<file path="src/rtl/fetch_unit.sv">
// -----------------------------------------------------------------------------
// rapid_pkg
//   Shared core-wide constants. XLEN is the datapath width of every stage.
// -----------------------------------------------------------------------------
package rapid_pkg;
  localparam int unsigned XLEN = 32;
endpackage

// -----------------------------------------------------------------------------
// fetch_unit
//   Instruction fetch stage sitting directly in front of the decoder. It owns
//   the program counter and issues sequential word reads to instruction memory.
//   Returned words go into a small FIFO, and the FIFO head is offered to the
//   decoder as {instruction, pc}. A redirect from execute restarts fetch at the
//   new target. Every word fetched before the redirect is thrown away, whether
//   it is already buffered or still in flight.
//
//   Handshake semantics (used on every channel of this block):
//     A transfer happens on a rising clock edge when the producer's valid and
//     the consumer's ready are both high in that cycle. Once valid is raised,
//     the producer holds the payload stable until the transfer happens.
//     o_imem_req_valid and o_instr_valid are functions of registers only.
//     The memory response channel has no ready signal, so every cycle with
//     i_imem_rsp_valid high delivers exactly one word.
//
//   Parameters
//     RESET_PC  first fetch address after reset
//     DEPTH     FIFO entries, which is also the maximum number of outstanding
//               requests. Must be a power of two and at least 2.
//
//   Ports
//     i_clk, i_rst_n        clock and asynchronous active-low reset
//     o_imem_req_valid      fetch request valid (credit available)
//     i_imem_req_ready      memory accepts the request
//     o_imem_req_addr       word-aligned fetch address (current PC)
//     i_imem_rsp_valid      in-order read data valid; cannot be stalled
//     i_imem_rsp_data       instruction word
//     i_redirect_valid      single-cycle redirect pulse from execute
//     i_redirect_pc         redirect target; bits [1:0] are ignored
//     o_instr_valid         FIFO head valid
//     i_instr_ready         decoder accepts the head
//     o_instruction         FIFO head word
//     o_pc                  address of o_instruction
// -----------------------------------------------------------------------------
module fetch_unit
  import rapid_pkg::*;
#(
  parameter logic [XLEN-1:0] RESET_PC = 32'h0000_0000,
  parameter int unsigned     DEPTH    = 4
) (
  input  logic            i_clk,
  input  logic            i_rst_n,

  output logic            o_imem_req_valid,
  input  logic            i_imem_req_ready,
  output logic [XLEN-1:0] o_imem_req_addr,

  input  logic            i_imem_rsp_valid,
  input  logic [XLEN-1:0] i_imem_rsp_data,

  input  logic            i_redirect_valid,
  input  logic [XLEN-1:0] i_redirect_pc,

  output logic            o_instr_valid,
  input  logic            i_instr_ready,
  output logic [XLEN-1:0] o_instruction,
  output logic [XLEN-1:0] o_pc
);

  // CW holds 0..DEPTH. PW indexes the FIFO storage.
  localparam int unsigned CW = $clog2(DEPTH + 1);
  localparam int unsigned PW = $clog2(DEPTH);
  localparam logic [CW:0] DEPTH_W = (CW + 1)'(DEPTH);
  localparam logic [XLEN-1:0] WORD_BYTES = XLEN'(4);

  // ---------------------------------------------------------------------------
  // State
  // ---------------------------------------------------------------------------
  logic [XLEN-1:0] pc_q, pc_d;                   // next request address
  logic [XLEN-1:0] rsp_pc_q, rsp_pc_d;           // address of next expected response
  logic [CW-1:0]   outstanding_q, outstanding_d; // accepted, not yet answered
  logic [CW-1:0]   discard_q, discard_d;         // responses still to be dropped
  logic [CW-1:0]   count_q, count_d;             // FIFO occupancy
  logic [PW-1:0]   wr_ptr_q, wr_ptr_d;
  logic [PW-1:0]   rd_ptr_q, rd_ptr_d;

  logic [XLEN-1:0] word_q [DEPTH];
  logic [XLEN-1:0] wpc_q  [DEPTH];

  // ---------------------------------------------------------------------------
  // Fire events
  // ---------------------------------------------------------------------------
  logic            req_fire;
  logic            rsp_fire;
  logic            deq;
  logic            push;
  logic [CW:0]     credit_used;
  logic [XLEN-1:0] redirect_tgt;

  // Credits count FIFO entries plus requests in flight. A request is only
  // issued when a slot is guaranteed, so a response can always be written.
  // Stale requests still hold credits until their responses come back.
  assign credit_used      = {1'b0, count_q} + {1'b0, outstanding_q};
  assign o_imem_req_valid = (credit_used < DEPTH_W);
  assign o_imem_req_addr  = pc_q;

  assign req_fire = o_imem_req_valid & i_imem_req_ready;
  assign rsp_fire = i_imem_rsp_valid;
  assign deq      = o_instr_valid & i_instr_ready;

  // Mask the byte-offset bits while using the whole input bus.
  assign redirect_tgt = i_redirect_pc & ~XLEN'(3);

  // A response is kept only outside a redirect cycle and after every stale
  // response has been drained.
  assign push = rsp_fire & ~i_redirect_valid & (discard_q == '0);

  assign outstanding_d = outstanding_q + CW'(req_fire) - CW'(rsp_fire);

  // ---------------------------------------------------------------------------
  // Next-state logic
  // ---------------------------------------------------------------------------
  always_comb begin
    pc_d      = pc_q;
    rsp_pc_d  = rsp_pc_q;
    discard_d = discard_q;
    count_d   = count_q;
    wr_ptr_d  = wr_ptr_q;
    rd_ptr_d  = rd_ptr_q;

    if (i_redirect_valid) begin
      pc_d     = redirect_tgt;
      rsp_pc_d = redirect_tgt;
      count_d  = '0;
      wr_ptr_d = '0;
      rd_ptr_d = '0;
      // Everything still in flight at the end of this cycle is stale. That
      // includes a request accepted now (it carries the old address) and any
      // response already marked for dropping. So the discard count becomes
      // the new outstanding count. This keeps discard_q <= outstanding_q,
      // even for back-to-back redirects.
      discard_d = outstanding_d;
    end else begin
      if (req_fire) begin
        pc_d = pc_q + WORD_BYTES;
      end

      if (rsp_fire) begin
        if (discard_q != '0) begin
          discard_d = discard_q - CW'(1);
        end else begin
          rsp_pc_d = rsp_pc_q + WORD_BYTES;
        end
      end

      if (push) begin
        wr_ptr_d = wr_ptr_q + PW'(1);
      end
      if (deq) begin
        rd_ptr_d = rd_ptr_q + PW'(1);
      end

      unique case ({push, deq})
        2'b10:   count_d = count_q + CW'(1);
        2'b01:   count_d = count_q - CW'(1);
        default: count_d = count_q;
      endcase
    end
  end

  // ---------------------------------------------------------------------------
  // Control registers
  // ---------------------------------------------------------------------------
  always_ff @(posedge i_clk or negedge i_rst_n) begin
    if (!i_rst_n) begin
      pc_q          <= RESET_PC;
      rsp_pc_q      <= RESET_PC;
      outstanding_q <= '0;
      discard_q     <= '0;
      count_q       <= '0;
      wr_ptr_q      <= '0;
      rd_ptr_q      <= '0;
    end else begin
      pc_q          <= pc_d;
      rsp_pc_q      <= rsp_pc_d;
      outstanding_q <= outstanding_d;
      discard_q     <= discard_d;
      count_q       <= count_d;
      wr_ptr_q      <= wr_ptr_d;
      rd_ptr_q      <= rd_ptr_d;
    end
  end

  // ---------------------------------------------------------------------------
  // FIFO storage. It is cleared on reset so the head reads 0 while empty out
  // of reset. A flush only moves the pointers; stale contents stay behind
  // o_instr_valid = 0.
  // ---------------------------------------------------------------------------
  always_ff @(posedge i_clk or negedge i_rst_n) begin
    if (!i_rst_n) begin
      for (int i = 0; i < int'(DEPTH); i++) begin
        word_q[i] <= '0;
        wpc_q[i]  <= '0;
      end
    end else if (push) begin
      word_q[wr_ptr_q] <= i_imem_rsp_data;
      wpc_q[wr_ptr_q]  <= rsp_pc_q;
    end
  end

  // ---------------------------------------------------------------------------
  // Decoder-facing outputs: registers only. A redirect takes effect on the
  // next cycle through count_q; the downstream stage squashes a same-cycle
  // dequeue itself.
  // ---------------------------------------------------------------------------
  assign o_instr_valid = (count_q != '0);
  assign o_instruction = word_q[rd_ptr_q];
  assign o_pc          = wpc_q[rd_ptr_q];

endmodule

</file>
<file path="config.mk">
export PLATFORM = sky130hd
export DESIGN_NAME = fetch_unit
export DESIGN_NICKNAME = d
export VERILOG_FILES = /design/src/rtl/fetch_unit.sv
export SDC_FILE = /design/constraint.sdc
export NUM_CORES = 1
export LEC_CHECK = 0
export CORE_ASPECT_RATIO = 1.75
export CORE_MARGIN = 2
export CORE_UTILIZATION = 63
export CTS_BUF_LIST = sky130_fd_sc_hd__clkbuf_8
export DETAILED_ROUTE_END_ITERATION = 6
export PLACE_DENSITY = 0.95
export SYNTH_ARGS = -nofsm -noshare
export SYNTH_HDL_FRONTEND = slang
export SYNTH_SLANG_ARGS = --single-unit
</file>
<file path="constraint.sdc">
create_clock -name i_clk -period 8.52 [get_ports i_clk]
set_clock_uncertainty 0.05 [all_clocks]
set_input_delay 1.278 -clock i_clk [delete_from_list [all_inputs] [get_ports i_clk]]
set_output_delay 1.278 -clock i_clk [all_outputs]
set_load 0.05 [all_outputs]
</file>
==> flow_summary.json <==
{
  "status": "complete, no violations",
  "maxSlewViolCount": 0,
  "vias_per_cell": 6.073,
  "htree_levels": 2,
  "worstSetupStartpointType": "register",
  "fin_tns_setup_ns": 0,
  "layout_common_cells": "dfrtp_1, mux2_2, clkdlybuf4s50_1",
  "pin_count": 168,
  "clock.fmax_mhz": 205.0,
  "clk_path_buf_depth": 3,
  "synth_mux_area_share_pct": 30.27,
  "ys_seq_area_share_pct": 53.85,
  "cp-end-kind": "output pin",
  "rows": 74,
  "postRouteAntennaNets": 0,
  "path_clk_slew_ns": 0.08,
  "drt_iter0_drc": 614,
  "nets": 1261,
  "synth_enable_flop_cells": 0,
  "synth_top_family_by_area": "multiplexers",
  "cts_buffers": 45,
  "grt_pass1_vias": 10150,
  "io_buffer_count": 161,
  "yosys.area_share.adder_pct": 1.275,
  "synth-xor-area-share_pct": 3.934,
  "hold_viol": 0,
  "final_common_cell": "dfrtp_1",
  "antenna_found_initial": 0,
  "grt_pass1_wl_um": 52330,
  "die_w_um": 120.3,
  "syn-cell-area_um2": 14920,
  "max_slew.worst_pin.slew_ns": 1.211,
  "dp_hpwl_um": 20610,
  "hp-class": "reg2reg",
  "synth_cell_types": 46,
  "synth_top_cell_area_share_pct": 53.85,
  "async_reset_ff_share_pct": 100.0,
  "fin_worst_hold_slack_ns": 0.4366,
  "ys.flop_type": "dfrtp_1",
  "rsz0062_at_grt": "no",
  "peakVddDrop_mv": 0.2015,
  "worstPathRequired_ns": 7.19,
  "max_cap_violations": 0,
  "gp_congestion": 0.8579,
  "worstSkewPairLatency_ns": 0.57,
  "synth_warnings": 0,
  "synth_area_leaders": "dfrtp_1, mux2_2, mux4_2, xnor2_1, xor2_1",
  "post-route-min-period_ns": 4.877,
  "grt_overflow": 0,
  "vias": 9207,
  "layout-drive-gt1-share_pct": 36.17,
  "area_growth_pct": 18.35,
  "netlist_instances": 1023,
  "fp.coreArea_um2": 23330,
  "p_per_area_nw_per_um2": 321.4,
  "post_cts_resize_count": 0,
  "slew_headroom_pct": 19.30,
  "avgSynthCellArea_um2": 14.58,
  "synth_top_area_cell": "dfrtp_1",
  "drc_errors": 0,
  "synth-compound-area-share_pct": 1.694,
  "p_leak_nw": 7.948,
  "period_share_pct": 57.24,
  "die_h_um": 207.6,
  "root_buffer": "clkbuf_8",
  "finalSetupViolCount": 0,
  "post_cts_buffers": 0,
  "cp_max_fo": 34,
  "yosys_register_bits": 321,
  "drt_pre_antenna_iters": 4,
  "die_area_um2": 24970,
  "grt_start_max_net_pins": 182,
  "cts.hold.buffers_added": 0,
  "utilization_pct": 75.66,
  "routed_wirelength_um": 32110,
  "wl_per_cell_um": 21.18,
  "start_util_pct": 63.93,
  "grtUsageTotal_pct": 26.51,
  "cts_tree": "built",
  "synth-simple-area-share_pct": 6.661,
  "numClockSinks": 321,
  "arrival_ns": 3.55,
  "path_class": "reg2out"
}
[metrics by stage]
stage | worst slack, ns | std cells | cell area, um2 | total power, mW
2_1_floorplan | 4.779 | 1026 | 14930 | 3.751
5_1_grt | 3.424 | 1515 | 17650 | 5.916
3_5_place_dp | 3.981 | 1434 | 16730 | 4.506
4_1_cts | 3.545 | 1515 | 17650 | 5.719
6_report | 3.643 | 1516 | 17650 | 5.674
3_3_place_gp | 4.057 | 1434 | 16730 | 4.423
[critical path: stages, from the launching register on]
cell,delay [ns]
dfrtp_4,0.83
buf_4,0.70
mux4_2,0.66
clkdlybuf4s50_1,0.74
[final timing paths]
kind / start / end / slack, ns / cells past startpoint
worst min register to register: wpc_q[7] / wpc_q[7] / 0.44 / 2
max in group asynchronous: i_rst_n / rd_ptr_q[0] / 5.95 / 2
worst max-delay path: rd_ptr_q[0] / o_pc[17] / 3.64 / 3
worst max register to register: count_q[2] / discard_q[2] / 4.89 / 12
min in group asynchronous: i_rst_n / wpc_q[16] / 0.79 / 1
worst min-delay path: wpc_q[7] / wpc_q[7] / 0.44 / 2
[registers in the layout, indices dropped and copies added, names as in the netlist]
name	cells
rsp_pc_q	30
rd_ptr_q	2
discard_q	3
wpc_q	120
count_q	3
o_imem_req_addr	30
outstanding_q	3
word_q	128
wr_ptr_q	2
[metal layers]
metal | up-vias | routed length (um) | GRT usage, %
li1 | 4031 | - | -
met1 | 4795 | 12180 | 31.64
met2 | 294 | 17070 | 46.81
met3 | 87 | 1526 | 4.451
met4 | 0 | 1332 | 11.87
met5 | - | 0 | 0
[report_power, final]
group / leakage (nW) / switching [mW] / internal [mW]
logic: 3.25 / 1.37 / 1.01
clock network: 0.528 / 0.569 / 0.629
registers: 4.17 / 0.258 / 1.84
total: 7.95 / 2.19 / 3.48
[cell type report]
type                            count  area [um2]
Antenna cell                        1       2.502
Multi-Input combinational cell    624        6563
Sequential cell                   321        8038
Timing Repair Buffer              170        1697
Clock inverter                     21       91.34
Fill cell                        1435        5679
Inverter                           15       56.30
Clock buffer                       60       825.8
Tap cell                          304       380.4
[synthesized netlist by cell type, drive strengths merged (13+ instances only)]
cell type,n
buf,18
xnor2,37
nand3,23
xor2,30
mux2,276
inv,15
nor2,17
mux4,62
nand4,20
nand2,35
clkbuf,48
a21boi,16
a21oi,13
dfrtp,321
[kinds of logic (layout without fill, tap and decap cells)]
family / after synthesis / after routing
mux: 339 / 339
flops: 321 / 321
simple gates: 159 / 159
buf+inv: 81 / 266
xor+xnor: 67 / 67
compound gates: 41 / 41
fa+ha+maj: 14 / 14
other cells: 1 / 5
Power figures use the tool's default switching activity.
